`src/rtl/bin_to_bcd_seq_if.sv`:
```
// Handshake bundle for the sequential binary-to-BCD converter.
// The master side feeds values and consumes results; the slave side is the converter.
interface bin_to_bcd_seq_if #(
  parameter int IN_W = 8,
  parameter int NDIG = 3
);
  logic                in_valid;
  logic                in_ready;
  logic [IN_W-1:0]     data_in;
  logic                out_valid;
  logic                out_ready;
  logic [4*NDIG-1:0]   bcd_out;
  logic                ovf;
  logic [NDIG-1:0]     blank_mask;

  modport master (
    output in_valid, data_in, out_ready,
    input  in_ready, out_valid, bcd_out, ovf, blank_mask
  );

  modport slave (
    input  in_valid, data_in, out_ready,
    output in_ready, out_valid, bcd_out, ovf, blank_mask
  );
endinterface

```
`src/rtl/bin_to_bcd_seq.sv`:
```
// Double-dabble binary-to-BCD converter, one input bit per clock; result valid IN_W edges after accept.
// No input queue: in_ready only in IDLE; result held in DONE until out_ready handshake.
module bin_to_bcd_seq #(
  parameter int IN_W = 8,
  parameter int NDIG = 3
) (
  input  logic            clk,
  input  logic            rst,
  bin_to_bcd_seq_if.slave bus
);
  localparam int BCD_W = 4 * NDIG;
  localparam int CNT_W = $clog2(IN_W + 1);

  localparam logic [1:0] IDLE  = 2'd0;
  localparam logic [1:0] SHIFT = 2'd1;
  localparam logic [1:0] DONE  = 2'd2;

  logic [1:0]       state;
  logic [CNT_W-1:0] cnt;
  logic [IN_W-1:0]  bin_sr;
  logic [BCD_W-1:0] acc;
  logic [BCD_W-1:0] acc_adj;
  logic [BCD_W-1:0] acc_nxt;
  logic [BCD_W-1:0] bcd_q;
  logic             ovf_acc;
  logic             ovf_q;
  logic             carry_out;
  logic             last_shift;
  logic             hi_zero;
  logic [NDIG-1:0]  blank;

  // Add-3 per digit is local to each nibble; no carry crosses digit boundaries.
  always_comb begin
    acc_adj = acc;
    for (int i = 0; i < NDIG; i++) begin
      if (acc[4*i +: 4] >= 4'd5)
        acc_adj[4*i +: 4] = acc[4*i +: 4] + 4'd3;
    end
    {carry_out, acc_nxt} = {acc_adj, bin_sr[IN_W-1]};
  end

  assign last_shift = (cnt == CNT_W'(IN_W - 1));

  always_ff @(posedge clk or posedge rst) begin
    if (rst) begin
      state   <= IDLE;
      cnt     <= '0;
      bin_sr  <= '0;
      acc     <= '0;
      ovf_acc <= 1'b0;
      bcd_q   <= '0;
      ovf_q   <= 1'b0;
    end else begin
      case (state)
        IDLE: begin
          if (bus.in_valid) begin
            bin_sr  <= bus.data_in;
            acc     <= '0;
            ovf_acc <= 1'b0;
            cnt     <= '0;
            state   <= SHIFT;
          end
        end
        SHIFT: begin
          acc     <= acc_nxt;
          bin_sr  <= bin_sr << 1;
          ovf_acc <= ovf_acc | carry_out;
          cnt     <= cnt + 1'b1;
          // Output register only moves here, so bcd_out survives the handshake.
          if (last_shift) begin
            bcd_q <= acc_nxt;
            ovf_q <= ovf_acc | carry_out;
            cnt   <= '0;
            state <= DONE;
          end
        end
        DONE: begin
          if (bus.out_ready)
            state <= IDLE;
        end
        default: state <= IDLE;
      endcase
    end
  end

  // Bit i blanks when digit i and every digit above it are zero; units never blank.
  always_comb begin
    blank   = '0;
    hi_zero = 1'b1;
    for (int i = NDIG - 1; i >= 1; i--) begin
      hi_zero  = hi_zero & (bcd_q[4*i +: 4] == 4'd0);
      blank[i] = hi_zero;
    end
  end

  assign bus.in_ready   = (state == IDLE);
  assign bus.out_valid  = (state == DONE);
  assign bus.bcd_out    = bcd_q;
  assign bus.ovf        = ovf_q;
  assign bus.blank_mask = blank;
endmodule

```
`src/flat_wrapper.sv`:
```
// flat-port wrapper written by rule: the top's interface ports become plain ports
module bin_to_bcd_seq_flat 
#(
  parameter int IN_W = 8,
  parameter int NDIG = 3
)
  (clk, rst, bus_in_valid, bus_data_in, bus_out_ready, bus_in_ready, bus_out_valid, bus_bcd_out, bus_ovf, bus_blank_mask);
  bin_to_bcd_seq_if #(.IN_W(IN_W), .NDIG(NDIG)) bus_i ();
  input  logic clk;
  input  logic rst;
  input wire logic [$bits(bus_i.in_valid)-1:0] bus_in_valid;
  input wire logic [$bits(bus_i.data_in)-1:0] bus_data_in;
  input wire logic [$bits(bus_i.out_ready)-1:0] bus_out_ready;
  output wire logic [$bits(bus_i.in_ready)-1:0] bus_in_ready;
  output wire logic [$bits(bus_i.out_valid)-1:0] bus_out_valid;
  output wire logic [$bits(bus_i.bcd_out)-1:0] bus_bcd_out;
  output wire logic [$bits(bus_i.ovf)-1:0] bus_ovf;
  output wire logic [$bits(bus_i.blank_mask)-1:0] bus_blank_mask;
  assign bus_i.in_valid = bus_in_valid;
  assign bus_i.data_in = bus_data_in;
  assign bus_i.out_ready = bus_out_ready;
  assign bus_in_ready = bus_i.in_ready;
  assign bus_out_valid = bus_i.out_valid;
  assign bus_bcd_out = bus_i.bcd_out;
  assign bus_ovf = bus_i.ovf;
  assign bus_blank_mask = bus_i.blank_mask;
  bin_to_bcd_seq #(.IN_W(IN_W), .NDIG(NDIG)) u_core (.clk(clk), .rst(rst), .bus(bus_i));
endmodule
```
`config.mk`:
```
export PLATFORM = sky130hd
export DESIGN_NAME = bin_to_bcd_seq_flat
export DESIGN_NICKNAME = d
export VERILOG_FILES = /design/src/rtl/bin_to_bcd_seq_if.sv /design/src/rtl/bin_to_bcd_seq.sv /design/src/flat_wrapper.sv
export SDC_FILE = /design/constraint.sdc
export NUM_CORES = 1
export LEC_CHECK = 0
export CORE_UTILIZATION = 41
export DETAILED_ROUTE_END_ITERATION = 6
export HOLD_SLACK_MARGIN = 0.1
export MAX_ROUTING_LAYER = met4
export PLACE_DENSITY = 0.62
export REMOVE_ABC_BUFFERS = 1
export SLEW_MARGIN = 0
export SYNTH_ARGS = -nofsm -noshare
export SYNTH_HDL_FRONTEND = slang
export SYNTH_SLANG_ARGS = --single-unit
export TNS_END_PERCENT = 5
```
`constraint.sdc`:
```
create_clock -name clk -period 1.8 [get_ports clk]
set_input_delay 0.36 -clock clk [delete_from_list [all_inputs] [get_ports clk]]
set_output_delay 0.36 -clock clk [all_outputs]
set_load 0.02 [all_outputs]
```
Word-level counts from Yosys, hierarchy flattened
Index checks and enable logic that the tools add are counted.
{"block": "word_totals", "regBits": 40, "latch_bits": 0, "mem_bits_rw": 0, "romBits": 0, "in_bits": 12, "elab_cells": 45, "n_memories": 0}
{"block": "classes", "n_addsub": 4, "n_mul": 0, "div": 0, "n_lt_le_gt_ge": 3, "eq_ne": 6, "shift": 0, "mux": 16, "bitwise": 2, "reduce_logical": 7}
{"operator": "$pmux W12 S2", "n": 1}
{"operator": "$mux W4", "n": 5}
{"operator": "$pmux W8 S2", "n": 1}
{"operator": "$add A4 B2 Y4 const B", "n": 3}
{"operator": "$ge A4 B3 Y1 const B", "n": 3}
{"operator": "$mux W12", "n": 1}
{"operator": "$logic_not A4 Y1", "n": 2}
{"operator": "$mux W8", "n": 1}
{"operator": "$pmux W4 S2", "n": 1}
{"operator": "$mux W2", "n": 3}
{"operator": "$pmux W2 S3", "n": 1}
{"operator": "$add A4 B1 Y4 const B", "n": 1}
{"operator": "$eq A4 B3 Y1 const B", "n": 1}
{"operator": "$ne A2 B2 Y1 const B", "n": 2}
{"operator": "$reduce_and A2 Y1", "n": 2}
{"operator": "$reduce_and A3 Y1", "n": 1}
{"operator": "$eq A2 B1 Y1 const B", "n": 1}
{"operator": "$eq A2 B2 Y1 const B", "n": 1}
{"operator": "$logic_not A2 Y1", "n": 1}
{"operator": "$ne A2 B1 Y1 const B", "n": 1}
{"operator": "$pmux W1 S2", "n": 1}
{"operator": "$reduce_bool A2 Y1", "n": 1}
{"operator": "$and A1 B1 Y1", "n": 1}
{"operator": "$mux W1", "n": 1}
{"operator": "$or A1 B1 Y1", "n": 1}

Depth between registers and ports, before layout
Gate-level depths: netlist (run 1).
{"block": "logic_depth", "ltp_word": 4, "mapped_depth": 6, "depth_no_buf": 6}

Worst setup path before layout (run 1)
No wires, ideal clock.
{"block": "synth_path", "path_type": "register -> output", "startpoint": "register u_core.bcd_q[11], in the netlist u_core.bus.bcd_out[11]", "endpoint": "output bus_blank_mask[1]", "arrival_time_ns": 1.600, "required_ns": 1.440, "path_slack_ns": -0.160, "path_stages_with_launch": 4, "cell_sequence": "dfrtp_1 > nor4_1 > and2_1 > buf_4"}
{"block": "synth_between", "elab_chain_cells": 2}
{"element": "start: declaration", "line": "bin_to_bcd_seq.sv:24", "rtl": "logic [BCD_W-1:0] bcd_q;"}
{"element": "start signal: assignment", "line": "bin_to_bcd_seq.sv:71", "rtl": "bcd_q <= acc_nxt;"}
{"element": "$logic_not A4 Y1", "line": "bin_to_bcd_seq.sv:91", "rtl": "hi_zero = hi_zero & (bcd_q[4*i +: 4] == 4'd0);"}
{"element": "named net bus_blank_mask[2]", "line": "flat_wrapper.sv:18", "rtl": "output wire logic [$bits(bus_i.blank_mask)-1:0] bus_blank_mask;"}
{"element": "$and A1 B1 Y1", "line": "bin_to_bcd_seq.sv:91"}
{"element": "end: declaration", "line": "flat_wrapper.sv:18"}
The timed path passes the listed nets, and every way through them passes these cells.

Final worst setup path (run 1)
{"block": "layout_path", "startpoint": "register u_core.bcd_q[4], in the netlist u_core.bus.bcd_out[4]", "endpoint": "output bus_bcd_out[4]"}
{"element": "end: declaration", "line": "flat_wrapper.sv:16", "rtl": "output wire logic [$bits(bus_i.bcd_out)-1:0] bus_bcd_out;"}
No word-level cell between the ends.

==> results_dict.tcl, run 1 <==
set metrics [dict create \
    internal-power_mw 3.03 \
    fillers 429 \
    numPortBuffers 28 \
    synth-seq-cells 40 \
    maxCapViolations 0 \
    cts_max_level 2 \
    setup_slack_ps 66.4 \
    final_core_util_pct 55.0 \
    synth_compound_area_share_pct 19.6 \
    final_common_cell "dfrtp_1" \
    dieArea_sq_um 5160 \
    post-route-period-util_pct 96.3 \
    routedWlPerCell_microns 12.9 \
    path_clk_slew_ps 80 \
    ir_worst_vdd_mv 0.632 \
    setup.worst_path.end "bus_bcd_out[4]" \
    hp-class "in -> async" \
    synth_ff_type "dfrtp_1" \
    die_h_microns 71.9 \
    setup_viol 0 \
    rrSetupSlack_ps 200 \
    holdBufCountCts 0 \
    yosys.area_share.simple_pct 15.3 \
    ant_nets 0 \
    cp-end-kind "output pin" \
    nNetsFinal 258 \
    routed_via_density 4.98 \
    startpoint "u_core.bus.bcd_out[4]$_DFFE_PP0P_" \
    ys_async_sr_fraction_pct 100 \
    n_antenna_cell 0 \
    total_leakage_power_nw 1.13 \
    cts_tree "built" \
    cts_sinks 40 \
    drv_slew 0 \
    std_cell_rows 25 \
    grt-ovfl-total 0 \
    synthMuxAreaShare_pct 4.07 \
    r2r-end "u_core.acc[10]$_DFFE_PP0P_" \
    drive_gt1_share_pct 15.8 \
    worstPathArrival_ps 1370 \
    synth_top_family_by_area "compound AO/OA/AOI/OAI gates" \
    yosys-top-cells-area "dfrtp_1, nand2_1, o21ai_0" \
    synth_fa_ha_area_share_pct 4.38 \
    core_sq_um 4720 \
    dr.pass1.iters 4 \
    area_delta_synth_final_pct 29.8 \
    p_switching_mw 1.76 \
    critical_path.max_fanout 2 \
    power.density_nw_per_um2 1850 \
    synth.avg_cell_area_sq_um 10.0 \
    p_clk_share_pct 21.2 \
    ys_seq_area_share_pct 50.0 \
    synth-xor-area-share_pct 1.31 \
    routed_wirelength_microns 3970 \
    rsz0062_at_grt "no" \
    track_usage_pct 17.7 \
    swShare_pct 36.7 \
    drc 0 \
    gp_congestion 0.791 \
    ys.warnings.count 0 \
    criticalPathCategory "reg -> out" \
    cts_buffers 5 \
    synth_enable_flop_cells 0 \
    vias 1529 \
    synth.top_cell.area_share_pct 50.0 \
    finClkSkew_ps 7.74 \
    post-place-ws_ps -8.58 \
    synth_top_area_cell "dfrtp_1" \
    slowest_delay_ps 590 \
    seq_power_share_pct 33.2 \
    grt_pass1_wl_microns 6890 \
    fp.dieW_microns 71.9 \
    synthDistinctLibCells 37 \
    p_comb_share_pct 45.6 \
    crit_chain "buf_4 -> clkdlybuf4s50_1" \
    worstRegToRegCells 6 \
    min_period_ps 1730 \
    start_util_pct 42.4 \
    drt-initial-drc-count 81 \
    hpwlAfterDp_microns 2730 \
    ioPinCount 30 \
    totalPowerFinal_mw 4.79 \
    clockRootBuffer "clkbuf_8" \
    worstSetupStartpointType "register" \
    worstSkewPairLatency_ps 290 \
    first_global_vias 1469 \
    status "finished, final reports clean" \
    final_cell_mix "dfrtp_1, nand2_1, clkdlybuf4s50_1, o21ai_0" \
    syn-instance-count 200 \
    syn-cell-area_sq_um 2000 \
    clockBufferDepth 2 \
    max_freq_mhz 577 \
    cp_slowest_cell "clkdlybuf4s50_1" \
    antenna_found_initial 0 \
    grt_max_degree 41 \
    worstReg2RegStart "u_core.acc[8]$_DFFE_PP0P_" \
    finalHoldViolCount 0 \
    cp_data_required_time_ps 1440 \
]
[critical path: cells and delay by family (launching register included)]
family / cells / cell delay [ps]
DFF: 1 / 370
buffers and inverters: 2 / 710
[layout make-up]
class | instances | area, sq um | share of cell area (%)
multi-input cells | 140 | 910 | 35.0
inverters | 9 | 33.8 | 1.30
flip-flops and latches | 40 | 1000 | 38.6
clock buffers | 5 | 68.8 | 2.65
repair buffers | 43 | 409 | 15.8
well taps | 67 | 83.8 | 3.23
clock inverters | 3 | 90.1 | 3.47
[sequential cells by signal, indices dropped and copies added (netlist names)]
signal,flops
u_core.acc,12
u_core.bin_sr,8
u_core.bus.bcd_out,12
u_core.bus.ovf,1
u_core.cnt,4
u_core.ovf_acc,1
u_core.state,2
[metal layers]
metal	vias to the layer above	wire, microns	part of all wire, %	global-route usage (%)
met2	24	1850	47	26.8
li1	772	-	-	-
met4	0	29	0.73	3.92
met5	-	0	0	-
met3	4	111	2.8	4.22
met1	729	1980	50	24.1
[cells in the mapped netlist (2+ instances only)]
cell type   n
o22ai_1     2
nand2_1    31
dfrtp_1    40
xnor2_1     3
buf_2       4
nand2b_1    5
a22o_1      6
a21oi_1    13
ha_1        7
nor2_1      2
mux2_1      4
clkbuf_1    2
o31ai_1     3
nor3b_1    11
o21ai_0    18
inv_1       9
a21oi_2     4
buf_4       4
o21ai_1    13
nor4_1      2
[repair_timing]
item,4_1_cts,5_1_grt
setup buffers,0,0
endpoints found under the setup margin,4,2
gates resized for setup,5,3
[worst min-delay path by stage]
stage                                         endpoint  slack, ps  cells past startpoint
after floorplan              u_core.cnt[3]$_DFFE_PP0P_        450                      1
after global routing        u_core.acc[10]$_DFFE_PP0P_        470                      3
after global placement       u_core.cnt[3]$_DFFE_PP0P_        460                      1
after detailed placement  u_core.bin_sr[6]$_DFFE_PP0P_        470                      2
after CTS                    u_core.acc[9]$_DFFE_PP0P_        420                      3
final                       u_core.acc[10]$_DFFE_PP0P_        410                      3
[power by group through the flow]
stage / logic, mW / registers [mW] / clock network (mW)
global route: 2.45 / 1.65 / 1.08
global placement: 2.19 / 1.58 / 0
floorplan: 1.24 / 1.72 / 0
CTS: 2.21 / 1.59 / 1.03
detailed placement: 2.23 / 1.59 / 0
finish: 2.18 / 1.59 / 1.02
[cell families after synthesis]
family	Yosys count
compound gates	64
xor+xnor	3
fa+ha+maj	7
buf+inv	20
flops	40
mux	7
other cells	1
simple gates	58
[metrics by stage]
stage          area, sq um  hold WS [ps]  cells  setup TNS, ps
2_1_floorplan         1930           445    189           -147
3_3_place_gp          2430           461    299          -1.15
3_5_place_dp          2430           471    299          -8.58
4_1_cts               2590           420    307          -37.3
5_1_grt               2600           467    307              0
6_report              2600           408    307              0
No activity file was read; power rests on OpenSTA's default activity.
==> run 2, diff against run 1 <==
- TNS_END_PERCENT: 5 -> 1
==> results of run 2 <==
No change in the layout: final DEF, timing and power equal those of run 1.
==> run 3, diff against run 2 <==
- HOLD_SLACK_MARGIN: 0.1 -> 0.03
==> results of run 3 <==
No change in the layout: final DEF, timing and power equal those of run 1.
